**src/rtl/adc_read_arbiter.sv**
```systemverilog
// +--------------------------------------------------------------------------+
// | adc_read_arbiter: round-robin sharing of the ADC scanner readout port     |
// | Revision: 1.0                                                             |
// +--------------------------------------------------------------------------+
`default_nettype none

module adc_read_arbiter #(
  parameter int NUM_REQ = 4,
  parameter int TIMEOUT = 64
) (
  input  logic                 CLK,
  input  logic                 RSTn,
  input  logic [NUM_REQ-1:0]   REQ,
  input  logic [4*NUM_REQ-1:0] REQ_CH,
  output logic [NUM_REQ-1:0]   GNT,
  output logic [NUM_REQ-1:0]   ACK,
  output logic                 ERR,
  output logic [11:0]          DATA_OUT,
  output logic                 ADC_Read,
  output logic [3:0]           ADC_Channel,
  input  logic [11:0]          ADC_Result,
  input  logic                 ADC_RDY
);

  localparam int IW = $clog2(NUM_REQ);
  localparam int TW = $clog2(TIMEOUT);
  localparam logic [TW-1:0] C_TIMER_LAST = TW'(TIMEOUT - 1);
  localparam logic [IW-1:0] C_PTR_RESET  = IW'(NUM_REQ - 1);

  typedef enum logic [1:0] {
    S_IDLE  = 2'd0,
    S_ISSUE = 2'd1,
    S_WAIT  = 2'd2,
    S_DONE  = 2'd3
  } state_e;

  state_e               state_q, state_d;
  logic [IW-1:0]        rr_ptr_q, rr_ptr_d;
  logic [IW-1:0]        idx_q, idx_d;
  logic [TW-1:0]        timer_q, timer_d;
  logic [NUM_REQ-1:0]   gnt_q, gnt_d;
  logic [NUM_REQ-1:0]   ack_q, ack_d;
  logic                 err_q, err_d;
  logic [11:0]          data_q, data_d;
  logic                 adc_read_q, adc_read_d;
  logic [3:0]           adc_ch_q, adc_ch_d;

  logic                 win_found;
  logic [IW-1:0]        win_idx;
  logic [3:0]           win_ch;

  // Search starts just above the last winner so it ranks lowest next time.
  always_comb begin
    int            cand_int;
    logic [IW-1:0] cand;
    win_found = 1'b0;
    win_idx   = '0;
    win_ch    = '0;
    cand_int  = 0;
    cand      = '0;
    for (int k = 1; k <= NUM_REQ; k++) begin
      cand_int = int'(rr_ptr_q) + k;
      if (cand_int >= NUM_REQ) begin
        cand_int = cand_int - NUM_REQ;
      end
      cand = IW'(cand_int);
      if (!win_found && REQ[cand]) begin
        win_found = 1'b1;
        win_idx   = cand;
        win_ch    = REQ_CH[{cand, 2'b00} +: 4];
      end
    end
  end

  always_comb begin
    state_d    = state_q;
    rr_ptr_d   = rr_ptr_q;
    idx_d      = idx_q;
    timer_d    = timer_q;
    gnt_d      = gnt_q;
    ack_d      = '0;
    err_d      = err_q;
    data_d     = data_q;
    adc_read_d = adc_read_q;
    adc_ch_d   = adc_ch_q;

    case (state_q)
      S_IDLE: begin
        if (win_found) begin
          gnt_d          = '0;
          gnt_d[win_idx] = 1'b1;
          idx_d          = win_idx;
          adc_ch_d       = win_ch;
          adc_read_d     = 1'b1;
          state_d        = S_ISSUE;
        end
      end
      S_ISSUE: begin
        timer_d = '0;
        state_d = S_WAIT;
      end
      S_WAIT: begin
        timer_d = timer_q + TW'(1);
        if (ADC_RDY || (timer_q == C_TIMER_LAST)) begin
          // A result arriving on the timeout cycle still counts as success.
          data_d       = ADC_RDY ? ADC_Result : 12'd0;
          err_d        = !ADC_RDY;
          adc_read_d   = 1'b0;
          gnt_d        = '0;
          ack_d[idx_q] = 1'b1;
          state_d      = S_DONE;
        end
      end
      S_DONE: begin
        err_d    = 1'b0;
        rr_ptr_d = idx_q;
        state_d  = S_IDLE;
      end
      default: begin
        state_d = S_IDLE;
      end
    endcase
  end

  always_ff @(posedge CLK) begin
    if (!RSTn) begin
      state_q    <= S_IDLE;
      rr_ptr_q   <= C_PTR_RESET;
      idx_q      <= '0;
      timer_q    <= '0;
      gnt_q      <= '0;
      ack_q      <= '0;
      err_q      <= 1'b0;
      data_q     <= '0;
      adc_read_q <= 1'b0;
      adc_ch_q   <= '0;
    end else begin
      state_q    <= state_d;
      rr_ptr_q   <= rr_ptr_d;
      idx_q      <= idx_d;
      timer_q    <= timer_d;
      gnt_q      <= gnt_d;
      ack_q      <= ack_d;
      err_q      <= err_d;
      data_q     <= data_d;
      adc_read_q <= adc_read_d;
      adc_ch_q   <= adc_ch_d;
    end
  end

  assign GNT         = gnt_q;
  assign ACK         = ack_q;
  assign ERR         = err_q;
  assign DATA_OUT    = data_q;
  assign ADC_Read    = adc_read_q;
  assign ADC_Channel = adc_ch_q;

endmodule

`default_nettype wire

```
**config.mk**
```make
export PLATFORM = sky130hd
export DESIGN_NAME = adc_read_arbiter
export DESIGN_NICKNAME = d
export VERILOG_FILES = /design/src/rtl/adc_read_arbiter.sv
export SDC_FILE = /design/constraint.sdc
export NUM_CORES = 1
export LEC_CHECK = 0
export CAP_MARGIN = 20
export CORE_ASPECT_RATIO = 0.7
export CORE_MARGIN = 2
export CORE_UTILIZATION = 30
export DETAILED_ROUTE_END_ITERATION = 8
export SLEW_MARGIN = 20
export SYNTH_ARGS = -nofsm -noshare
export SYNTH_HDL_FRONTEND = slang
export SYNTH_SLANG_ARGS = --single-unit
export TNS_END_PERCENT = 20
```
**constraint.sdc**
```tcl
create_clock -name CLK -period 1.65 [get_ports CLK]
set_input_delay 0.33 -clock CLK [delete_from_list [all_inputs] [get_ports CLK]]
set_output_delay 0.33 -clock CLK [all_outputs]
set_load 0.03 [all_outputs]
```
# Word-level counts from Yosys, hierarchy flattened
# Index checks and enable logic that the tools add are counted.
[word_totals]
out_inout_bits = 26
inputBits = 35
elab_cells = 102
ff_bits = 38
[classes]
n_eq_ne = 6
muxes = 41
magnitude_cmp = 12
n_addsub = 9
reduce_logical = 20
n_shift = 4
[ops]
columns = ["operator", "n"]
rows = [
  ["$shiftx 16x5->4", 4],
  ["$mux 4", 6],
  ["$mux 2", 10],
  ["$lt 2x3->1 const B", 6],
  ["$mux 1", 13],
  ["$mux 12", 1],
  ["$pmux 6 s2", 1],
  ["$ge 3x3->1 const B", 3],
  ["$bmux 1 s2", 4],
  ["$pmux 2 s4", 1],
  ["$pmux 4 s2", 1],
  ["$reduce_and 2->1", 4],
  ["$sub 2x1->2 const B", 4],
  ["$add 2x2->3 const B", 2],
  ["$add 6x1->6 const B", 1],
  ["$eq 6x6->1 const B", 1],
  ["$reduce_and 3->1", 2],
  ["$reduce_bool 2->1", 3],
  ["$logic_and 1x1->1", 5],
  ["$add 2x3->4 const B", 1],
  ["$demux 1 s2", 2],
  ["$eq 2x2->1 const B", 2],
  ["$ge 2x1->1 const B", 2],
  ["$ge 4x3->1 const B", 1],
  ["7 further kinds", 12],
]

# Longest topological paths before layout
[depth]
depth_word = 21
mapped_depth = 6
mapped_depth_nobuf = 6

# Least setup slack after synthesis
# No wires, ideal clock.
[synth_path]
path_kind = "flip-flop to flip-flop"
start = "register timer_q[0]"
end = "register data_q[5], in the netlist DATA_OUT[5]"
setup_ps = 72
n_path_buf = 1
slack_ps = 119
arrival_time_ps = 1459
stages_incl_launch_ff = 7
path_cell_list = "dfxtp_1 -> ha_1 -> and3_1 -> a31oi_1 -> clkbuf_1 -> o21ai_0 -> a21oi_1"
[synth_via]
elab_chain_cells = 3
[synth_rtl]
columns = ["item", "line", "text"]
rows = [
  ["start, declared", "40", "logic [TW-1:0] timer_q, timer_d;"],
  ["start signal, assigned", "141", "timer_q <= timer_d;"],
  ["$eq 6x6->1", "104", "if (ADC_RDY || (timer_q == C_TIMER_LAST)) begin"],
  ["$logic_or 1x1->1", "104", ""],
  ["$reduce_and 2->1 (no source line)", "-", ""],
  ["end signal, assigned", "145", "data_q <= data_d;"],
  ["end, declared", "44", "logic [11:0] data_q, data_d;"],
]
# No other way between the ends.
# A chain may end at the register's enable or synchronous reset.

# Worst setup path in the final report
[layout_path]
start = "register rr_ptr_q[1]"
end = "register adc_ch_q[1], in the netlist ADC_Channel[1]"
[layout_via]
elab_chain_cells = 16
[layout_rtl]
columns = ["item", "line", "text"]
rows = [
  ["start, declared", "38", "logic [IW-1:0] rr_ptr_q, rr_ptr_d;"],
  ["start signal, assigned", "139", "rr_ptr_q <= rr_ptr_d;"],
  ["$add 2x1->3", "62", "cand_int = int'(rr_ptr_q) + k;"],
  ["$ge 3x3->1 or $sub 2x1->2 (tied branches)", "63, 64", ""],
  ["$mux 2", "63", "if (cand_int >= NUM_REQ) begin"],
  ["$bmux 1 s2", "67", "if (!win_found && REQ[cand]) begin"],
  ["$mux 1 (implied by the code)", "67", ""],
  ["$mux 1", "67", ""],
  ["$logic_not 1->1", "67", ""],
  ["$logic_and 1x1->1", "67", ""],
  ["$mux 1", "67", ""],
  ["$logic_not 1->1", "67", ""],
  ["$logic_and 1x1->1", "67", ""],
  ["$mux 1", "67", ""],
  ["$logic_not 1->1", "67", ""],
  ["$logic_and 1x1->1", "67", ""],
  ["$mux 1", "67", ""],
  ["$reduce_and 2->1 (no source line)", "-", ""],
  ["end signal, assigned", "147", "adc_ch_q <= adc_ch_d;"],
  ["end, declared", "46", "logic [3:0] adc_ch_q, adc_ch_d;"],
]
# Several ways; a longest one is shown, not always the timed one. The select of a mux whose other input is x is not followed.

==> summary.md <==
| Metric | Value |
|---|---|
| # setup viols final | `0` |
| Slew Viols, Final | `0` |
| Fill count | `688` |
| Post-DP HPWL | `4775 µm` |
| DRC Markers | `0` |
| Ys flop type | `dfxtp_1` |
| Initial DRC count | `between 80 and 90` |
| Initial Util | `30.72%` |
| Netlist cell types | `55` |
| Worst hold slack | `0.4783 ns` |
| Pre-CTS WS | `-0.4377 ns` |
| Fin crit period | `about 1.6 ns` |
| # nets final | `391` |
| CTS tree | `yes` |
| Final hold viol count | `0` |
| Largest net degree at the start of global routing | `21` |
| Hold-fix buffers, CTS | `0` |
| Rel. slew slack | `approximately three quarters` |
| Layout area overhead | `62.10%` |
| Clock Skews | `about 0.012 ns` |
| Most common cell in the netlist | `dfxtp_1` |
| Internal | `~0.0027 W` |
| Clock transition at path regs | `0.07 ns` |
| Max FO, Critical Path | `5` |
| Pwr Density | `around 1200 nW/µm²` |
| Total CTS buffers | `5` |
| Leakage | `1.651 nW` |
| Slew @ Worst Pin | `0.3920 ns` |
| Sequential area share after synthesis | `about a third` |
| I/O Buffers | `60` |
| Diode count | `0` |
| Core Region | `7222 µm²` |
| Slowest CP cell | `or4b_4` |
| Comb pwr share | `47.5%` |
| Die area | `8109 µm²` |
| RSZ-0062 raised after global routing | `true` |
| WL per Instance | `~14 µm` |
| CTS root buffer | `clkbuf_8` |
| Final Cycle Share | `99.58%` |
| Avg Cell Area, Syn | `roughly 9.3 µm²` |
| Post-Syn Instances | `239` |
| WS Path Type | `reg -> reg` |
| Num Clock Sinks | `38` |
| Worst setup SP type | `flop` |
| Routed wire length | `about 6400 µm` |
| Top post-synthesis cells by area | `dfxtp_1, mux2_2, o21ai_0, a21oi_1, mux4_1` |
| Sw Share | `35.86%` |
| Die X | `106.8 µm` |
| Clk_lat worst skew | `0.29 ns` |
| Post-synthesis mux area share | `~15%` |
| Site row count | `26` |
| Family with the most delay on the worst path | `compound AO/OA/AOI/OAI gates` |
| Max Cap Viol | `0` |
| GRT overflow | `0` |
| Xor and xnor area share after synthesis | `1.184%` |
| Synth Area in Compound Gates | `24.03%` |
| Status | `finished, final reports clean` |
| Achievable Freq | `0.6086 GHz` |
| Max incr delay on CP | `about 0.52 ns` |
| Clk buf depth | `2` |
| CP arrival | `1.85 ns` |
| Post-synth EDFFs | `0` |
| DR vias | `2234` |
| VDD IR max | `between 0.5 and 0.6 mV` |
| Total iterations of the first detailed-routing run | `4` |
| Hold Path Class | `reg -> reg` |
| #FFs+latches synth | `38` |
| Post-synth top area cell | `dfxtp_1` |
| Post-Syn Nets | `279` |
| Initial antenna violation count | `0` |
| Crit path buf inv count | `1` |
| Synth warn | `0` |
| Ys async rst share | `0%` |
| Setup ws final | `0.006920 ns` |
| Final ANT Viol Nets | `0` |
| Share of cells above drive strength 1 | `31.53%` |
| Area share of the largest cell type after synthesis | `34.29%` |
| Seq pwr share | `29.1%` |
| GPL Wtd Cong | `~0.83` |
| Switching pwr | `roughly 0.0015 W` |
| Design Power | `approximately 0.0042 W` |
| Die height | `75.95 µm` |
| Simple-Gate Fraction of Synth Area | `between 15 and 20%` |
| First-pass GRT wire length | `10070 µm` |
| DR vias/cell | `between 4 and 5` |
| Tot GR Track Use | `15.10%` |
| # H-tree levels | `2` |
| Core Util, Final | `49.79%` |
| Post-synth top cells | `dfxtp_1, o21ai_0, nand2_1` |
| I/O pin count | `61` |
| CP endpoint kind | `flop` |
| Synthesized area | `2218 µm²` |
| Clk pwr share | `23.4%` |
| Critical Path RT | `1.86 ns` |
| Largest family of logic cells by synthesized area | `compound AO/OA/AOI/OAI gates` |
| Cells along the critical path | `buf_6, or4b_4, a21oi_4, a22oi_1, a41oi_2` |
| Vias in the first global route | `2158` |
| Synth Area in Adders | `2.820%` |
[through the flow]
| stage | std cells | TNS, ns | area [µm²] |
|---|---|---|---|
| after floorplan | 239 | 0 | 2218 |
| after global placement | 438 | -5.517 | 3298 |
| after detailed placement | 438 | -5.834 | 3298 |
| after global routing | 450 | -0.1498 | 3596 |
| final | 450 | 0 | 3596 |
| after CTS | 446 | -0.05041 | 3456 |
[registers in the layout, indices dropped and copies added, names as in the netlist]
signal	count
GNT	4
ADC_Read	1
timer_q	6
ADC_Channel	4
ERR	1
ACK	4
state_q	2
idx_q	2
rr_ptr_q	2
DATA_OUT	12
[repair_timing]
item | 4_1_cts | 5_1_grt
setup endpoints to repair | 14 | 40
resized for setup | 13 | 33
buffers inserted | 0 | 4
pin swaps | 2 | 13
[per-layer routing]
layer / vias to the layer above / track usage [%] / wire length [µm]
met5: - / 0 / 0
met4: 0 / 3.247 / 16
met2: 53 / 21.40 / 2665
met3: 3 / 3.270 / 347
li1: 1124 / - / -
met1: 1054 / 23.19 / 3334
[cells in the final DEF, fill, tap and decap left out, types with 3 or more instances in the layout]
| master | n |
|---|---|
| or3b_1 | 3 |
| mux4_1 | 3 |
| clkdlybuf4s50_1 | 37 |
| buf_4 | 57 |
| xor2_1 | 3 |
| or3_1 | 3 |
| a21oi_2 | 4 |
| nand4_1 | 3 |
| clkbuf_8 | 6 |
| a41oi_2 | 4 |
| a21oi_1 | 20 |
| mux2_2 | 16 |
| dlygate4sd2_1 | 5 |
| dlymetal6s2s_1 | 18 |
| nand2b_1 | 3 |
| ha_1 | 4 |
| dfxtp_1 | 36 |
| o21ai_0 | 28 |
| inv_1 | 5 |
| nand2_1 | 25 |
| nor2_1 | 10 |
[power by group through the flow]
stage          Sequential, W  Combinational (W)  Clock [W]
2_1_floorplan        0.00141           0.000887          0
4_1_cts              0.00121            0.00186   0.000994
5_1_grt              0.00124            0.00215    0.00103
6_report             0.00122            0.00198   0.000978
3_5_place_dp         0.00123            0.00184          0
3_3_place_gp         0.00123            0.00181          0
[cell families after synthesis]
family / count (synthesis)
AOI/OAI and AO/OA: 81
xor gates and xnor gates: 3
adders and majority gates: 5
buffers and inverters: 21
DFF: 38
muxes: 23
and+or+nand+nor: 68
[worst register-to-register path: stages, from the launching register on]
cell     delay (ns)
dfxtp_4        0.38
buf_6          0.13
or4b_4         0.52
a21oi_4        0.24
a22oi_1        0.12
a41oi_2        0.19
[worst paths after layout]
kind	end	start	slack, ns	depth (start not counted)
setup reg to reg	ADC_Channel[1]$_SDFFE_PN0P_	rr_ptr_q[1]$_SDFFE_PN1P_	0.007	5
hold / removal	ADC_Read$_SDFFE_PN0P_	ADC_Read$_SDFFE_PN0P_	0.48	2
setup / recovery	ADC_Channel[1]$_SDFFE_PN0P_	rr_ptr_q[1]$_SDFFE_PN1P_	0.007	5
hold reg to reg	ADC_Read$_SDFFE_PN0P_	ADC_Read$_SDFFE_PN0P_	0.48	2
[final cells by class]
type / instances / area [µm²] / share of cell area [%]
clock buffer: 6 / 82.58 / 2.296
sequential: 38 / 768.2 / 21.36
timing repair buffer: 120 / 1119 / 31.11
clock inverter: 2 / 60.06 / 1.670
inverter: 6 / 22.52 / 0.6263
tap: 98 / 122.6 / 3.410
multi-input combinational: 180 / 1421 / 39.53
(Power assumes the default switching activity.)
